`src/rtl/aes_pkg.sv`:
```
// rtl/aes_pkg.sv - shared types and constants for the AES CBC chaining stage
package aes_pkg;

  localparam int BLOCK_W = 128;

  typedef logic [BLOCK_W-1:0] block_t;

  typedef enum logic [2:0] {
    IDLE  = 3'd0,
    SEND  = 3'd1,
    WAIT  = 3'd2,
    OUT   = 3'd3,
    DRAIN = 3'd4
  } chain_state_e;

endpackage

```
`src/rtl/aes_cbc_chainer.sv`:
```
// rtl/aes_cbc_chainer.sv - CBC chaining stage between word stacker and AES core (optional ECB via AES_CBC_ECB_MODE_EN)
module aes_cbc_chainer
  import aes_pkg::*;
#(
  parameter int BLOCK_W = 128,
  parameter int CNT_W   = 16
) (
  input  logic               clk_i,
  input  logic               rst_i,
  input  logic               clr_i,
  input  logic               enable_i,
  input  logic [BLOCK_W-1:0] iv_i,
  input  logic               iv_load_i,
  input  logic               pt_valid_i,
  output logic               pt_ready_o,
  input  logic [BLOCK_W-1:0] pt_i,
  output logic               core_valid_o,
  input  logic               core_ready_i,
  output logic [BLOCK_W-1:0] core_data_o,
  input  logic               ct_valid_i,
  output logic               ct_ready_o,
  input  logic [BLOCK_W-1:0] ct_i,
`ifdef AES_CBC_ECB_MODE_EN
  input  logic               ecb_i,
`endif
  output logic               valid_o,
  input  logic               ready_i,
  output logic [BLOCK_W-1:0] word_o,
  output logic [CNT_W-1:0]   blocks_o
);

  chain_state_e r_state;
  chain_state_e w_state_nxt;

  logic [BLOCK_W-1:0] r_chain;
  logic [BLOCK_W-1:0] r_xor;
  logic [BLOCK_W-1:0] r_out;
  logic [CNT_W-1:0]   r_blocks;
`ifdef AES_CBC_ECB_MODE_EN
  logic               r_ecb;
`endif

  // Handshakes may only happen when the block is running and not being cleared.
  logic w_active;
  logic w_pt_fire;
  logic w_core_fire;
  logic w_ct_fire;
  logic w_out_fire;
  logic w_iv_load;
  logic [BLOCK_W-1:0] w_chain;

  assign w_active    = enable_i & ~clr_i & ~rst_i;
  assign w_pt_fire   = pt_ready_o & pt_valid_i;
  assign w_core_fire = core_valid_o & core_ready_i;
  assign w_ct_fire   = ct_ready_o & ct_valid_i;
  assign w_out_fire  = valid_o & ready_i;
  assign w_iv_load   = w_active & (r_state == IDLE) & iv_load_i;

  // Chain value used for the XOR: a same-cycle IV load takes effect immediately.
  always_comb begin
    w_chain = w_iv_load ? iv_i : r_chain;
`ifdef AES_CBC_ECB_MODE_EN
    if (ecb_i) begin
      w_chain = '0;
    end
`endif
  end

  // State register.
  always_ff @(posedge clk_i or posedge rst_i) begin
    if (rst_i) begin
      r_state <= IDLE;
    end else begin
      r_state <= w_state_nxt;
    end
  end

  // Next-state logic and handshake outputs; outputs depend only on state and enables.
  always_comb begin
    w_state_nxt  = r_state;
    pt_ready_o   = 1'b0;
    core_valid_o = 1'b0;
    ct_ready_o   = 1'b0;
    valid_o      = 1'b0;

    if (w_active) begin
      case (r_state)
        IDLE:    pt_ready_o   = 1'b1;
        SEND:    core_valid_o = 1'b1;
        WAIT:    ct_ready_o   = 1'b1;
        OUT:     valid_o      = 1'b1;
        DRAIN:   ct_ready_o   = 1'b1;
        default: ;
      endcase
    end

    if (clr_i) begin
      // A block already taken by the core must have its ciphertext absorbed.
      if (r_state == WAIT || r_state == DRAIN) begin
        w_state_nxt = DRAIN;
      end else begin
        w_state_nxt = IDLE;
      end
    end else if (enable_i) begin
      case (r_state)
        IDLE:    if (w_pt_fire)   w_state_nxt = SEND;
        SEND:    if (w_core_fire) w_state_nxt = WAIT;
        WAIT:    if (w_ct_fire)   w_state_nxt = OUT;
        OUT:     if (w_out_fire)  w_state_nxt = IDLE;
        DRAIN:   if (w_ct_fire)   w_state_nxt = IDLE;
        default: w_state_nxt = IDLE;
      endcase
    end
  end

  // Datapath: IV load, XOR capture, ciphertext capture and delivered-block counter.
  always_ff @(posedge clk_i or posedge rst_i) begin
    if (rst_i) begin
      r_chain  <= '0;
      r_xor    <= '0;
      r_out    <= '0;
      r_blocks <= '0;
`ifdef AES_CBC_ECB_MODE_EN
      r_ecb    <= 1'b0;
`endif
    end else if (clr_i) begin
      r_chain  <= '0;
      r_xor    <= '0;
      r_out    <= '0;
      r_blocks <= '0;
`ifdef AES_CBC_ECB_MODE_EN
      r_ecb    <= 1'b0;
`endif
    end else begin
      if (w_iv_load) begin
        r_chain <= iv_i;
      end
      if (w_pt_fire) begin
        r_xor <= pt_i ^ w_chain;
`ifdef AES_CBC_ECB_MODE_EN
        r_ecb <= ecb_i;
`endif
      end
      if (w_ct_fire && r_state == WAIT) begin
        r_out <= ct_i;
`ifdef AES_CBC_ECB_MODE_EN
        if (!r_ecb) begin
          r_chain <= ct_i;
        end
`else
        r_chain <= ct_i;
`endif
      end
      if (w_out_fire) begin
        r_blocks <= r_blocks + CNT_W'(1);
      end
    end
  end

  assign core_data_o = r_xor;
  assign word_o      = r_out;
  assign blocks_o    = r_blocks;

endmodule

```
`config.mk`:
```
export PLATFORM = sky130hd
export DESIGN_NAME = aes_cbc_chainer
export DESIGN_NICKNAME = d
export VERILOG_FILES = /design/src/rtl/aes_pkg.sv /design/src/rtl/aes_cbc_chainer.sv
export SDC_FILE = /design/constraint.sdc
export NUM_CORES = 1
export LEC_CHECK = 0
export ABC_AREA = 1
export CAP_MARGIN = 15
export CORE_AREA = 2 2 262 264
export CTS_CLUSTER_DIAMETER = 30
export DETAILED_ROUTE_END_ITERATION = 12
export DIE_AREA = 0 0 264 266
export GPL_TIMING_DRIVEN = 0
export SYNTH_ARGS = -nofsm -noshare
export SYNTH_HDL_FRONTEND = slang
export SYNTH_SLANG_ARGS = --single-unit
```
`constraint.sdc`:
```
create_clock -name clk_i -period 34.1 [get_ports clk_i]
set_clock_uncertainty 0.1 [all_clocks]
set_input_delay 6.82 -clock clk_i [delete_from_list [all_inputs] [get_ports clk_i]]
set_output_delay 6.82 -clock clk_i [all_outputs]
set_load 0.005 [all_outputs]
```
==> impl_metrics.sql <==
INSERT INTO impl_metrics (metric_group, metric, value, unit) VALUES
('synthesis', 'yosys-top-cells-area', 'dfrtp_1 51%, nand2_1 13%, inv_1 7.9%, nand3_1 6.9%, a21oi_1 6.6%', ''),
('timing', 'finalMaxSlewViolations', '0', ''),
('routing', 'drt_iter0_drc', '1264', ''),
('final_layout', 'finalNonFillerCells', '4255', ''),
('min_path', 'hold_path_class', 'flip-flop to flip-flop', ''),
('cts', 'cts.htree.levels', '3', ''),
('final_layout', 'most-common-layout-cells', '691 x nand2_1, 667 x clkdlybuf4s50_1, 411 x inv_1, 403 x dfrtp_1, 270 x nand3_1', ''),
('routing', 'ant_nets', '0', ''),
('final_layout', 'final_design_area_no_fill', '0.0317', 'mm2'),
('worst_setup_path', 'timing_worst_setup_path_type', 'input port to primary output', ''),
('timing', 'timing_worst_slew_pin_value', '1.04', 'ns'),
('grt', 'gr_ovfl_total', '0', ''),
('timing', 'hold_viol_final', '0', ''),
('worst_setup_path', 'data_arrival_time_of_the_worst_path', '10.15', 'ns'),
('grt', 'grt_pass1_wl', '124', 'mm'),
('routing', 'vias', '20000', ''),
('grt', 'grt_pass1_vias', '20200', ''),
('worst_setup_path', 'worst-endpoint-required', '27.18', 'ns'),
('outcome', 'status', 'complete, no violations', ''),
('cts', 'tritoncts', 'built', ''),
('grt', 'pin_count_of_the_biggest_net_entering_global_routing', '116', ''),
('worst_setup_path', 'crit_fanout', '112', ''),
('timing', 'fin_crit_sh', '50.1', '%'),
('cts', 'post_cts_hold_buffer_count', '0', ''),
('final_layout', 'areaGrowthSynthToFinish', '61.2', '%'),
('cts', 'clk_path_buf_depth', '3', ''),
('synthesis', 'post_synth_inst_count', '2490', ''),
('grt', 'antenna_found_initial', '10', ''),
('routing', 'routed_wire_length_per_instance', '19.6', 'um'),
('cts', 'clock_insertion_delay_worst_skew', '0.65', 'ns'),
('worst_setup_path', 'nature_of_the_critical_path_startpoint', 'input port', ''),
('floorplanning', 'die_span_x', '264', 'um'),
('floorplanning', 'io_pins', '669', ''),
('floorplanning', 'fp-row-count', '96', ''),
('worst_setup_path', 'r2r-end', 'core_data_o[123]$_DFFE_PP0P_', ''),
('timing', 'relSlewSlack', '30.9', '%'),
('cts', 'cts.repair.resized', '0', ''),
('synthesis', 'synth_net_count', '2884', ''),
('routing', 'avgViaCountPerCell', '4.71', ''),
('routing', 'drc_violations_left', '0', ''),
('worst_setup_path', 'end_kind', 'primary output', ''),
('cts', 'clk_pin_slew_worst_paths', '0.04', 'ns'),
('grt', 'global_route.usage.total', '23.3', '%'),
('power', 'standby_leakage_power', '14.9', 'nW'),
('synthesis', 'synth_cell_types', '29', ''),
('floorplanning', 'core-area', '0.0677', 'mm2'),
('timing', 'achievable-frequency', '58.6', 'MHz'),
('final_layout', 'final_common_cell', 'nand2_1', ''),
('min_path', 'worstHoldPathCells', '2', ''),
('synthesis', 'netlist.area_leader.share', '51.3', '%'),
('floorplanning', 'start_util', '29.0', '%'),
('final_layout', 'post_route_cells_drive_above_1_share', '8.20', '%'),
('floorplanning', 'die_height', '266', 'um'),
('cts', 'clock_sink_count', '403', ''),
('min_path', 'whs_endpoint', 'core_data_o[3]$_DFFE_PP0P_', ''),
('synthesis', 'syn-mean-instance-area', '7.89', 'um2'),
('timing', 'worst_hold_slack', '0.372', 'ns'),
('worst_setup_path', 'r2r.worst_path.cells', '8', ''),
('cts', 'cts_setup_buffers', '0', ''),
('timing', 'setup-violations-final', '0', ''),
('synthesis', 'sequential_area_share_after_synthesis', '51.3', '%'),
('synthesis', 'synth_top_area_cell', 'dfrtp_1', ''),
('timing', 'final.min_clock_period', '17.07', 'ns'),
('placed_design', 'place_area', '0.0275', 'mm2'),
('final_layout', 'nets', '3666', ''),
('timing', 'rsz0062_at_grt', 'false', ''),
('synthesis', 'netlist_area', '0.0196', 'mm2'),
('placed_design', 'numPlacedInstances', '4043', ''),
('routing', 'route.final.wire_length', '83.5', 'mm'),
('synthesis', 'synth-warning-count', '0', ''),
('timing', 'total_negative_slack_for_setup_checks', '0', 'ns');
==> registers in the layout, summed over array words and instances (netlist names) <==
name and count:
core_data_o 128, r_state 3, blocks_o 16, r_chain 128, word_o 128
==> power by group <==
part	switching, W	total, W	leakage [nW]	internal, W
clock network	0.000326	0.00113	2.00	0.000805
logic	0.000128	0.000236	7.34	0.000108
registers	0.0000137	0.000521	5.59	0.000507
total	0.000468	0.00189	14.9	0.00142
==> through the flow <==
step           setup slack, ns  total power (W)
2_1_floorplan            10.70         0.000638
3_3_place_gp              4.65         0.000760
3_5_place_dp             16.84         0.000763
4_1_cts                  16.85          0.00190
5_1_grt                  16.65          0.00196
6_report                 17.03          0.00189
==> critical path, stage by stage <==
cell,delay [ns]
clkdlybuf4s50_1,0.49
inv_8,0.51
buf_16,0.38
buf_16,0.45
nand3_4,0.22
nor2_4,0.20
buf_2,0.30
clkdlybuf4s50_1,0.56
==> final cells by class <==
class                   instances  area [um2]
well taps                     882        1100
diodes                          6        15.0
clock buffers                 144        3120
multi-input cells            1543        7240
inverters                     414        1560
plain buffers                 130         759
repair buffers                671        6770
flip-flops and latches        403       10100
clock inverters                62         996
fillers                      6593       36100
==> metal layers <==
metal	vias up	routed length, um	GRT usage [%]
met3	169	6950	7.13
met1	9578	33600	27.7
met4	12	2700	8.43
li1	9531	-	-
met5	-	78	0
met2	733	40100	39.7
==> how the worst max path moves through the flow <==
stage,startpoint,depth (start not counted),endpoint,slack (ns)
global placement,rst_i,5,valid_o,4.65
detailed placement,rst_i,8,pt_ready_o,16.84
finish,rst_i,8,pt_ready_o,17.03
floorplan,rst_i,4,pt_ready_o,10.70
global route,rst_i,8,pt_ready_o,16.65
CTS,rst_i,8,pt_ready_o,16.85
==> kinds of logic after synthesis <==
group,count (synthesis),synth area share [%]
compound gates,403,10.3
xor+xnor,3,0.134
simple gates,1136,26.3
buf+inv,544,11.8
flops,403,51.3
fa+ha+maj,1,0.0637
==> synthesized netlist by cell type <==
cell      instances
nand2_2           3
nand3_1         270
inv_1           412
a21oi_1         258
ha_1              1
nor2_1           17
buf_4            16
nand4_2           1
xnor2_1           2
nand3b_1        128
o21ai_0         140
nor2b_1           1
clkbuf_1         60
nand3_4           1
inv_2             2
o21bai_1          1
nor2_2            1
o211ai_1          2
nor2_4            1
buf_1             5
xor2_1            1
nand4_1          14
buf_2            25
nor3_1            7
o31ai_1           2
nor3_2            1
dfrtp_1         403
nand2_1         691
buf_6            24
No activity file was read; power rests on OpenSTA's default activity.
